`src/rtl/ov7670_reg_sequencer.sv`:
```
`default_nettype none
// +----------------------------------------------------------------------------+
// | ov7670_reg_sequencer: boot-time OV7670 register table walker for SCCB/I2C. |
// | Optional write readback verification: OV7670_READBACK_VERIFY_EN.           |
// | Rev 1.0                                                                    |
// +----------------------------------------------------------------------------+
module ov7670_reg_sequencer #(
  parameter logic [7:0] SLAVE_ADDR   = 8'h42,
  parameter int         TABLE_LEN    = 64,
  parameter int         GAP_CYCLES   = 16,
  parameter int         DELAY_CYCLES = 50000,
  parameter int         MAX_RETRY    = 3
) (
  input  logic        clk_i,
  input  logic        rst_i,
  input  logic        start_i,
  output logic [23:0] i2c_wdata_o,
  output logic        go_o,
  output logic        wr_o,
  input  logic        end_i,
  input  logic        ack_i,
  input  logic [7:0]  i2c_rdata_i,
  output logic [7:0]  idx_o,
  output logic        done_o,
  output logic        error_o
);

  localparam int c_timer_max = (GAP_CYCLES > DELAY_CYCLES) ? GAP_CYCLES : DELAY_CYCLES;
  localparam int c_timer_w   = $clog2(c_timer_max + 1);
  localparam int c_retry_w   = (MAX_RETRY > 0) ? $clog2(MAX_RETRY + 1) : 1;

  localparam logic [7:0]           c_idx_end    = 8'(TABLE_LEN);
  localparam logic [c_timer_w-1:0] c_gap_last   = c_timer_w'(GAP_CYCLES - 1);
  localparam logic [c_timer_w-1:0] c_delay_last = c_timer_w'(DELAY_CYCLES - 1);
  localparam logic [c_retry_w-1:0] c_retry_max  = c_retry_w'(MAX_RETRY);
  localparam logic [15:0]          c_end_mark   = 16'hFFFF;
  localparam logic [15:0]          c_delay_mark = 16'hFFF0;
  localparam logic [7:0]           c_wr_addr    = SLAVE_ADDR & 8'hFE;

  typedef enum logic [3:0] {
    S_IDLE     = 4'd0,
    S_LOAD     = 4'd1,
    S_ISSUE    = 4'd2,
    S_CHECK    = 4'd3,
    S_GAP      = 4'd4,
    S_DELAY    = 4'd5,
    S_DONE     = 4'd6,
    S_ERROR    = 4'd7,
    S_RD_ISSUE = 4'd8,
    S_RD_CHECK = 4'd9
  } state_e;

  // Register table: {reg_addr, reg_data}; FFF0 waits out the COM7 soft reset.
  function automatic logic [15:0] rom_entry(input logic [7:0] idx);
    logic [15:0] e;
    case (idx)
      8'd0:    e = 16'h1280;
      8'd1:    e = c_delay_mark;
      8'd2:    e = 16'h1101;
      default: e = c_end_mark;
    endcase
    return e;
  endfunction

  function automatic logic [7:0] idx_inc(input logic [7:0] idx);
    return (idx == c_idx_end) ? idx : idx + 8'd1;
  endfunction

  state_e               state_q, state_d;
  logic [7:0]           idx_q, idx_d;
  logic [c_retry_w-1:0] retry_q, retry_d;
  logic [c_timer_w-1:0] timer_q, timer_d;
  logic [23:0]          wdata_q, wdata_d;
  logic                 go_q, go_d;
  logic                 wr_q, wr_d;
  logic                 done_q, done_d;
  logic                 error_q, error_d;
  logic                 end_q, end_d;
  logic                 ack_q, ack_d;
  logic                 advance_q, advance_d;
  logic                 rd_pend_q, rd_pend_d;
  logic [15:0]          w_entry;
  logic                 w_end_rise;
  logic                 w_restart;

`ifdef OV7670_READBACK_VERIFY_EN
  localparam logic [7:0] c_com7    = 8'h12;
  localparam logic [7:0] c_rd_addr = SLAVE_ADDR | 8'h01;
  logic [7:0] rdata_q, rdata_d;
`else
  logic unused_rdata;
  assign unused_rdata = ^i2c_rdata_i;
`endif

  assign w_entry    = rom_entry(idx_q);
  assign w_end_rise = end_i & ~end_q;

  always_comb begin
    state_d   = state_q;
    idx_d     = idx_q;
    retry_d   = retry_q;
    timer_d   = timer_q;
    wdata_d   = wdata_q;
    wr_d      = wr_q;
    done_d    = done_q;
    error_d   = error_q;
    end_d     = 1'b0;
    ack_d     = ack_q;
    advance_d = advance_q;
    rd_pend_d = rd_pend_q;
    w_restart = 1'b0;
`ifdef OV7670_READBACK_VERIFY_EN
    rdata_d   = rdata_q;
`endif

    case (state_q)
      S_IDLE: w_restart = start_i;

      S_LOAD: begin
        wr_d = 1'b1;
        if (idx_q == c_idx_end || w_entry == c_end_mark) begin
          state_d = S_DONE;
          done_d  = 1'b1;
        end else if (w_entry == c_delay_mark) begin
          state_d = S_DELAY;
          timer_d = '0;
        end else begin
          wdata_d = {c_wr_addr, w_entry};
          state_d = S_ISSUE;
        end
      end

      S_ISSUE: begin
        end_d = end_i;
        if (w_end_rise) begin
          ack_d   = ack_i;
          state_d = S_CHECK;
        end
      end

      S_CHECK: begin
        timer_d = '0;
        if (!ack_q) begin
          state_d = S_GAP;
`ifdef OV7670_READBACK_VERIFY_EN
          // COM7 self-clears its reset bit, so reading it back cannot match.
          advance_d = (w_entry[15:8] == c_com7);
          rd_pend_d = (w_entry[15:8] != c_com7);
`else
          advance_d = 1'b1;
`endif
        end else if (retry_q < c_retry_max) begin
          retry_d   = retry_q + c_retry_w'(1);
          advance_d = 1'b0;
          state_d   = S_GAP;
        end else begin
          error_d = 1'b1;
          state_d = S_ERROR;
        end
      end

      S_GAP: begin
        if (timer_q == c_gap_last) begin
          timer_d = '0;
`ifdef OV7670_READBACK_VERIFY_EN
          if (rd_pend_q) begin
            rd_pend_d = 1'b0;
            wr_d      = 1'b0;
            wdata_d   = {c_rd_addr, w_entry[15:8], 8'h00};
            state_d   = S_RD_ISSUE;
          end else
`endif
          begin
            if (advance_q) begin
              idx_d   = idx_inc(idx_q);
              retry_d = '0;
            end
            advance_d = 1'b0;
            state_d   = S_LOAD;
          end
        end else begin
          timer_d = timer_q + c_timer_w'(1);
        end
      end

      S_DELAY: begin
        if (timer_q == c_delay_last) begin
          timer_d = '0;
          idx_d   = idx_inc(idx_q);
          state_d = S_LOAD;
        end else begin
          timer_d = timer_q + c_timer_w'(1);
        end
      end

      S_DONE:  w_restart = start_i;
      S_ERROR: w_restart = start_i;

`ifdef OV7670_READBACK_VERIFY_EN
      S_RD_ISSUE: begin
        end_d = end_i;
        if (w_end_rise) begin
          ack_d   = ack_i;
          rdata_d = i2c_rdata_i;
          state_d = S_RD_CHECK;
        end
      end

      S_RD_CHECK: begin
        timer_d = '0;
        // A failed readback rewrites the same entry under the write retry budget.
        if (!ack_q && rdata_q == w_entry[7:0]) begin
          advance_d = 1'b1;
          state_d   = S_GAP;
        end else if (retry_q < c_retry_max) begin
          retry_d   = retry_q + c_retry_w'(1);
          advance_d = 1'b0;
          state_d   = S_GAP;
        end else begin
          error_d = 1'b1;
          state_d = S_ERROR;
        end
      end
`endif

      default: state_d = S_IDLE;
    endcase

    if (w_restart) begin
      state_d   = S_LOAD;
      idx_d     = '0;
      retry_d   = '0;
      done_d    = 1'b0;
      error_d   = 1'b0;
      advance_d = 1'b0;
      rd_pend_d = 1'b0;
    end

    go_d = (state_d == S_ISSUE) || (state_d == S_RD_ISSUE);
  end

  always_ff @(posedge clk_i) begin
    if (rst_i) begin
      state_q   <= S_IDLE;
      idx_q     <= '0;
      retry_q   <= '0;
      timer_q   <= '0;
      wdata_q   <= '0;
      go_q      <= 1'b0;
      wr_q      <= 1'b1;
      done_q    <= 1'b0;
      error_q   <= 1'b0;
      end_q     <= 1'b0;
      ack_q     <= 1'b0;
      advance_q <= 1'b0;
      rd_pend_q <= 1'b0;
`ifdef OV7670_READBACK_VERIFY_EN
      rdata_q   <= '0;
`endif
    end else begin
      state_q   <= state_d;
      idx_q     <= idx_d;
      retry_q   <= retry_d;
      timer_q   <= timer_d;
      wdata_q   <= wdata_d;
      go_q      <= go_d;
      wr_q      <= wr_d;
      done_q    <= done_d;
      error_q   <= error_d;
      end_q     <= end_d;
      ack_q     <= ack_d;
      advance_q <= advance_d;
      rd_pend_q <= rd_pend_d;
`ifdef OV7670_READBACK_VERIFY_EN
      rdata_q   <= rdata_d;
`endif
    end
  end

  assign i2c_wdata_o = wdata_q;
  assign go_o        = go_q;
  assign wr_o        = wr_q;
  assign idx_o       = idx_q;
  assign done_o      = done_q;
  assign error_o     = error_q;

endmodule
`default_nettype wire

```
`config.mk`:
```
export PLATFORM = sky130hd
export DESIGN_NAME = ov7670_reg_sequencer
export DESIGN_NICKNAME = d
export VERILOG_FILES = /design/src/rtl/ov7670_reg_sequencer.sv
export SDC_FILE = /design/constraint.sdc
export NUM_CORES = 1
export LEC_CHECK = 0
export BUFFER_PORTS_ARGS = -buffer_cell sky130_fd_sc_hd__buf_4
export CORE_ASPECT_RATIO = 0.9
export CORE_MARGIN = 8
export CORE_UTILIZATION = 54
export CTS_CLUSTER_DIAMETER = 200
export DETAILED_ROUTE_END_ITERATION = 8
export GPL_TIMING_DRIVEN = 0
export HOLD_SLACK_MARGIN = 0.15
export PLACE_DENSITY = 0.79
export SETUP_SLACK_MARGIN = 0.02
export SYNTH_ARGS = -nofsm -noshare
export SYNTH_HDL_FRONTEND = slang
export SYNTH_SLANG_ARGS = --single-unit
```
`constraint.sdc`:
```
create_clock -name clk_i -period 2.48 [get_ports clk_i]
set_input_delay 0.248 -clock clk_i [delete_from_list [all_inputs] [get_ports clk_i]]
set_output_delay 0.248 -clock clk_i [all_outputs]
set_load 0.05 [all_outputs]
```
==> metrics.md, run 1 <==
| Metric | Value |
|---|---|
| Slowest CP cell | `or4b_1` |
| Total CTS buffers | `5` |
| Post-CTS setup buffer count | `0` |
| Layout area overhead | `19.4%` |
| Sequential area share after synthesis | `0.359` |
| RSZ-0062 raised after global routing | `no` |
| Layout cells sized above 1 | `0.205` |
| WL final | `5.58 mm` |
| Largest net degree at the start of global routing | `13` |
| Clock latency on the worst-skew pair | `~0.30 ns` |
| Setup crit end kind | `flop` |
| Starting Density | `0.567` |
| Leak | `roughly 1.1 nW` |
| VDD IR-drop max | `between 0.3 and 0.4 mV` |
| Fin crit period | `between 2 and 2.5 ns` |
| Path depth of the worst reg2reg path | `6` |
| Total GRT Usage | `0.169` |
| Global-route wire length before repair | `between 9 and 10 mm` |
| Iter 0 DRT Violations | `roughly 230` |
| FF/Latch Area | `841 um2` |
| Nets | `~360` |
| Asr flop ratio synth | `0` |
| Drt first pass iters | `4` |
| Reg2Reg Capture Point | `i2c_wdata_o[9]$_SDFFE_PP0P_` |
| DR vias | `2275` |
| Crit path max fanout | `10` |
| Die ar. | `~6700 um2` |
| Synth warn | `0` |
| Avg Synthesized Cell Area | `7.96 um2` |
| Clock skew | `0.00751 ns` |
| WL per Instance | `14.4 um` |
| Final setup vio count | `0` |
| Routed Antenna Nets | `0` |
| Worst R2R Start | `state_q[0]$_SDFF_PP0_` |
| Crit start category | `flop` |
| Top-count cell post-synth | `dfxtp_1` |
| Top_reg_cell synth | `dfxtp_1` |
| Port buffer count | `33` |
| Post-synth EDFFs | `0` |
| Vias in the first global route | `2026` |
| Worst hold path cell count | `3` |
| Die Span Y | `between 70 and 80 um` |
| Cts hold-fix bufs | `0` |
| Top post-synthesis cells by area | `dfxtp_1, buf_4, nor2_1` |
| Mapped Area | `approximately 2300 um2` |
| Clock Pin Slew Worst Setup and Hold Paths | `0.07 ns` |
| DP HPWL | `roughly 4.1 mm` |
| Worst Hold Path EP | `ack_q$_SDFFE_PP0P_` |
| Top cell type by total area after synthesis | `dfxtp_1` |
| Buf/Inv on CP | `1` |
| Achievable Freq | `432 MHz` |
| Worst path max stage delay | `0.48 ns` |
| Clock Path Buffers | `2` |
| Core area | `~4100 um2` |
| Slew headroom | `0.584` |
| Grt ovf | `0` |
| Hold WS | `~0.20 ns` |
| Hold_sp | `ack_i` |
| Synth unique cells | `51` |
| Sink Count | `42` |
| Row count | `22` |
| CP required | `2.70 ns` |
| Setup slack, reg-to-reg | `0.17 ns` |
| Diode count | `0` |
| Max Cap Violations | `0` |
| Synth Register Bits | `42` |
| Final Cycle Share | `0.933` |
| Die W | `around 85 um` |
| Layout fillers | `around 360` |
| Initial antenna violation count | `0` |
| CP delay by family, top | `simple AND/OR/NAND/NOR gates` |
| Fin. Hold Viols | `0` |
| Actual slew at the worst max-slew pin | `0.608 ns` |
| Final Wtd Congestion | `around 0.86` |
| Final Max Tran Viols | `0` |
| Multi-input logic area | `~1300 um2` |
| Hold crit path type | `in2reg` |
| Post-synth top area share | `0.359` |
| DRC viols | `0` |
| Clock Tree Root | `clkbuf_8` |
| Status | `complete, no violations` |
| Mapped Cells | `just under 300` |
| CTS tree | `done` |
| Via density | `~6` |
| P per Cell Area | `about 460 nW/um2` |
| I/O pin count | `just under 50` |
| Commonest cells in the netlist | `dfxtp_1, nor2_1, nand2_1` |
| Critical-path cell list | `buf_2 -> or4b_1 -> nor4_1 -> nand2b_1 -> or3_1 -> a21oi_1` |
| H-Tree Depth | `2` |
| WS Path Type | `reg2reg` |
| Arr. time, crit path | `roughly 2.5 ns` |
| Sum Neg Setup Slack | `0 ns` |
per-layer routing:
layer	share of wire	wire length, um	GRT usage	vias to the layer above
li1	-	-	-	1137
met1	0.47	2600	0.229	1038
met4	0.013	72	0.0507	0
met2	0.43	2420	0.254	89
met5	0	0	0	-
met3	0.087	483	0.0447	11
power by group:
part	switching, W	internal [W]	total (W)
registers	0.00000183	0.000677	0.000679
logic	0.0000681	0.0000289	0.0000970
clock network	0.000231	0.000281	0.000512
total	0.000301	0.000987	0.00129
worst register-to-register path, cell delays in order (launching register included):
cell and delay (ns):
dfxtp_1 0.30, buf_2 0.20, or4b_1 0.48, nor4_1 0.43
nand2b_1 0.29, or3_1 0.40, a21oi_1 0.14
registers in the layout, indices dropped and copies added, names as in the netlist, 2 cells and up:
name         count
i2c_wdata_o      6
retry_q          2
state_q          4
idx_o            8
timer_q         16
what timing repair did:
action                     4_1_cts  5_1_grt
resized for setup                1        2
gates cloned                     0        0
setup endpoints to repair        1       13
cell families after synthesis:
| family | Yosys count | synth area share |
|---|---|---|
| xor gates and xnor gates | 4 | 0.0150 |
| AOI/OAI and AO/OA | 68 | 0.189 |
| other | 2 | 0.00321 |
| buffers and inverters | 46 | 0.107 |
| muxes | 1 | 0.00428 |
| and+or+nand+nor | 125 | 0.290 |
| DFF | 42 | 0.359 |
| adders and majority gates | 6 | 0.0321 |
worst max-delay path by stage:
stage                                startpoint                     endpoint  slack [ns]  cells past startpoint
after global routing      state_q[0]$_SDFF_PP0_  i2c_wdata_o[9]$_SDFFE_PP0P_        0.03                      6
after global placement    state_q[3]$_SDFF_PP0_        idx_o[5]$_SDFFE_PP0P_        0.15                      6
after CTS                 state_q[3]$_SDFF_PP0_        idx_o[5]$_SDFFE_PP0P_        0.10                      6
after detailed placement  state_q[3]$_SDFF_PP0_        idx_o[5]$_SDFFE_PP0P_        0.05                      6
final                     state_q[0]$_SDFF_PP0_  i2c_wdata_o[9]$_SDFFE_PP0P_        0.17                      6
after floorplan           idx_o[1]$_SDFFE_PP0P_     timer_q[10]$_SDFFE_PP0P_        0.14                      8
area by class of cell:
class | count | share of cell area
clock buffers | 8 | 0.0394
plain buffers | 31 | 0.0694
well taps | 48 | 0.0215
multi-input cells | 212 | 0.460
repair buffers | 33 | 0.0887
flip-flops and latches | 42 | 0.301
inverters | 15 | 0.0202
metrics by stage:
| stage | worst slack, ns | instance area (um2) | instances | util | power [W] |
|---|---|---|---|---|---|
| after floorplan | 0.139 | 2360 | 300 | - | 0.000769 |
| after global placement | 0.147 | 2670 | 381 | 0.647 | 0.000789 |
| after detailed placement | 0.0531 | 2670 | 381 | 0.647 | 0.000789 |
| after CTS | 0.100 | 2780 | 389 | 0.674 | 0.00129 |
| after global routing | 0.0310 | 2790 | 389 | 0.676 | 0.00133 |
| final | 0.167 | 2790 | 389 | 0.676 | 0.00129 |
cell usage in the layout, fill, tap and decap left out, drive strengths merged, types with 6 or more instances in the layout:
master / Yosys / routed
buf: 22 / 55
dfxtp: 42 / 42
nor2: 27 / 27
nand2: 23 / 23
a21oi: 19 / 19
nand3: 19 / 19
clkbuf: 9 / 17
inv: 15 / 15
a31oi: 14 / 14
nor3: 9 / 9
o21ai: 9 / 9
conb: 2 / 8
or3: 8 / 8
nand4: 7 / 7
ha: 6 / 6
Note: power is estimated with default switching activity, not from simulation.
==> run 2, diff against run 1 <==
--- a/config.mk
+++ b/config.mk
@@ -8,12 +8,12 @@
 export BUFFER_PORTS_ARGS = -buffer_cell sky130_fd_sc_hd__buf_4
 export CORE_ASPECT_RATIO = 0.9
 export CORE_MARGIN = 8
-export CORE_UTILIZATION = 54
+export CORE_UTILIZATION = 40
 export CTS_CLUSTER_DIAMETER = 200
 export DETAILED_ROUTE_END_ITERATION = 8
 export GPL_TIMING_DRIVEN = 0
 export HOLD_SLACK_MARGIN = 0.15
-export PLACE_DENSITY = 0.79
+export RECOVER_POWER = 25
 export SETUP_SLACK_MARGIN = 0.02
 export SYNTH_ARGS = -nofsm -noshare
 export SYNTH_HDL_FRONTEND = slang
==> run 2 against run 1 <==
Register-to-register slack worse by 0.03 ns; critical path depth unchanged; clock-buffer cell count down 1; routed wire length up 4.1%; critical path type unchanged.
==> metrics.md, run 2 (same netlist as run 1, synthesis figures left out) <==
| Metric | Value |
|---|---|
| Core area | `5660 um2 (+37%)` |
| Final setup vio count | `0 (unchanged)` |
| Diode count | `0 (unchanged)` |
| Final Max Tran Viols | `0 (unchanged)` |
| DP HPWL | `4.39 mm (+6.8%)` |
| Worst path max stage delay | `0.48 ns (about the same)` |
| Post-CTS resize count | `0 (-1)` |
| Crit path max fanout | `10 (unchanged)` |
| Final Wtd Congestion | `0.858 (-0.65%)` |
| H-Tree Depth | `2 (unchanged)` |
| Post-CTS setup buffer count | `0 (unchanged)` |
| Die ar. | `8560 um2 (+28%)` |
| CP required | `2.70 ns (about the same)` |
| Sw frac | `0.244 (+0.0104)` |
| Die Span Y | `88.6 um (+13%)` |
| Max reg flops | `16 (unchanged)` |
| Status | `complete, no violations` |
| WL final | `5.81 mm (+4.1%)` |
| Final Cycle Share | `0.944 (+0.0112)` |
| Placed Instance Area | `2700 um2 (+1.0%)` |
| Port buffer count | `33 (unchanged)` |
| Hold crit path type | `in2reg` |
| Via density | `5.36 (-8.4%)` |
| Combinational share of power | `0.076 (about the same)` |
| Achievable Freq | `427 MHz (-1.2%)` |
| Iter 0 DRT Violations | `111 (-51%)` |
| Fin crit period | `2.34 ns (+0.0277 ns)` |
| Clock skew | `0.0114 ns (+0.00387 ns)` |
| Clock power frac | `0.371 (-0.026)` |
| Nets | `359 (unchanged)` |
| Actual slew at the worst max-slew pin | `0.612 ns (+0.00348 ns)` |
| Clock Pin Slew Worst Setup and Hold Paths | `0.08 ns (about the same)` |
| Slew headroom | `0.591 (+0.00666)` |
| DRC viols | `0 (unchanged)` |
| P_sw | `0.000299 W (-0.46%)` |
| Sink Count | `42 (unchanged)` |
| Sum Neg Setup Slack | `0 ns (unchanged)` |
| Die W | `96.6 um (+13%)` |
| Row count | `26 (+18%)` |
| Global-route wire length before repair | `9.69 mm (+2.3%)` |
| Fin. Hold Viols | `0 (unchanged)` |
| DR vias | `2202 (-3.2%)` |
| WS Path Type | `reg2reg` |
| Max Cap Violations | `0 (unchanged)` |
| VDD IR-drop max | `0.319 mV (-1.2%)` |
| Routed Antenna Nets | `0 (unchanged)` |
| Final Cell Area | `2750 um2 (-1.7%)` |
| Commonest non-fill, non-tap cells in the layout | `dfxtp_1, buf_4, nor2_1` |
| Reg with most FFs | `timer_q` |
| P per Cell Area | `447 nW/um2 (-3.1%)` |
| Total GRT Usage | `0.135 (-0.0331)` |
| Layout fillers | `588 (+65%)` |
| Clock latency on the worst-skew pair | `0.29 ns (about the same)` |
| Commonest non-fill, non-tap cell in the layout | `dfxtp_1` |
| Slowest CP cell | `or4b_1` |
| Arr. time, crit path | `2.56 ns (+0.02 ns)` |
| Crit start category | `flop` |
| Layout area overhead | `17.4%` |
| Internal cell power | `0.000928 W (-6.0%)` |
| I/O pin count | `49 (unchanged)` |
| Clock Tree Root | `clkbuf_8` |
| Vias in the first global route | `1973 (-2.6%)` |
| Cts hold-fix bufs | `0 (unchanged)` |
| Starting Density | `0.413 (-0.153)` |
| Grt ovf | `0 (unchanged)` |
| Total CTS buffers | `5 (unchanged)` |
| RSZ-0062 raised after global routing | `no` |
| Flop pwr share | `0.553 (+0.026)` |
| WL per Instance | `14.1 um (-1.5%)` |
| Leak | `1.03 nW (-6.8%)` |
| Critical-path cell list | `buf_2 -> or4b_1 -> nor4_1 -> nand2b_1 -> or3_1 -> a21oi_1` |
| Layout cells sized above 1 | `0.158 (-0.0469)` |
| Setup crit end kind | `flop` |
| Initial antenna violation count | `0 (unchanged)` |
| Largest net degree at the start of global routing | `13 (unchanged)` |
| Drt first pass iters | `4 (unchanged)` |
| CTS tree | `done` |
| Clock Path Buffers | `2 (unchanged)` |
run 2: changes by cell type in the layout (fill, tap and decap cells not counted), sizes merged:
cell / previous run / this run
buf: 55 / 39
clkinv: 0 / 1
clkbuf: 17 / 32
run 2: worst max-delay path, delay by kind of cell (launching register included):
| kind | cells | cell delay [ns] |
|---|---|---|
| and+or+nand+nor | 4 | 1.63 |
| AOI/OAI and AO/OA | 1 | 0.13 |
| buffers and inverters | 1 | 0.20 |
| DFF | 1 | 0.31 |
run 2: area by class of cell:
class / instances / area (um2) / area share
Sequential cell: 42 / 841 / 0.306
Timing Repair Buffer: 33 / 188 / 0.0683
Clock inverter: 1 / 5.00 / 0.00182
Inverter: 15 / 56.3 / 0.0205
Buffer: 31 / 194 / 0.0706
Tap cell: 70 / 87.6 / 0.0319
Clock buffer: 7 / 86.3 / 0.0314
Multi-Input combinational cell: 212 / 1290 / 0.469
run 2: worst paths after layout:
path                                            start                          end  slack (ns)  cells after the start
worst min register to register    done_o$_SDFFE_PP0P_          done_o$_SDFFE_PP0P_        0.45                      2
worst max-delay path            state_q[0]$_SDFF_PP0_  i2c_wdata_o[9]$_SDFFE_PP0P_        0.14                      6
worst min-delay path                            ack_i           ack_q$_SDFFE_PP0P_        0.20                      3
worst max register to register  state_q[0]$_SDFF_PP0_  i2c_wdata_o[9]$_SDFFE_PP0P_        0.14                      6
run 2: power by group through the flow:
stage / Sequential, W / Combinational (W) / Clock, W
final: 0.000679 / 0.0000935 / 0.000455
after floorplan: 0.000699 / 0.0000694 / 0
after global placement: 0.000695 / 0.0000958 / 0
after CTS: 0.000679 / 0.0000955 / 0.000472
after detailed placement: 0.000695 / 0.0000954 / 0
after global routing: 0.000679 / 0.000101 / 0.000498
run 2: through the flow:
stage / utilization / cells / hold WS [ns] / setup slack [ns] / power (W)
6_report: 0.485 / 411 / 0.205 / 0.139 / 0.00123
5_1_grt: 0.485 / 411 / 0.211 / 0.0291 / 0.00128
4_1_cts: 0.493 / 411 / 0.202 / 0.0694 / 0.00125
3_5_place_dp: 0.477 / 403 / 0.441 / 0.0985 / 0.000790
3_3_place_gp: 0.477 / 403 / 0.436 / 0.112 / 0.000790
2_1_floorplan: - / 300 / 0.384 / 0.139 / 0.000769
run 2: metal layers:
metal / GRT usage / routed length, um / vias to the layer above
met3: 0.0343 / 294 / 7
li1: - / - / 1139
met5: 0 / 0 / -
met2: 0.204 / 2430 / 45
met4: 0.0418 / 61 / 0
met1: 0.185 / 3030 / 1011
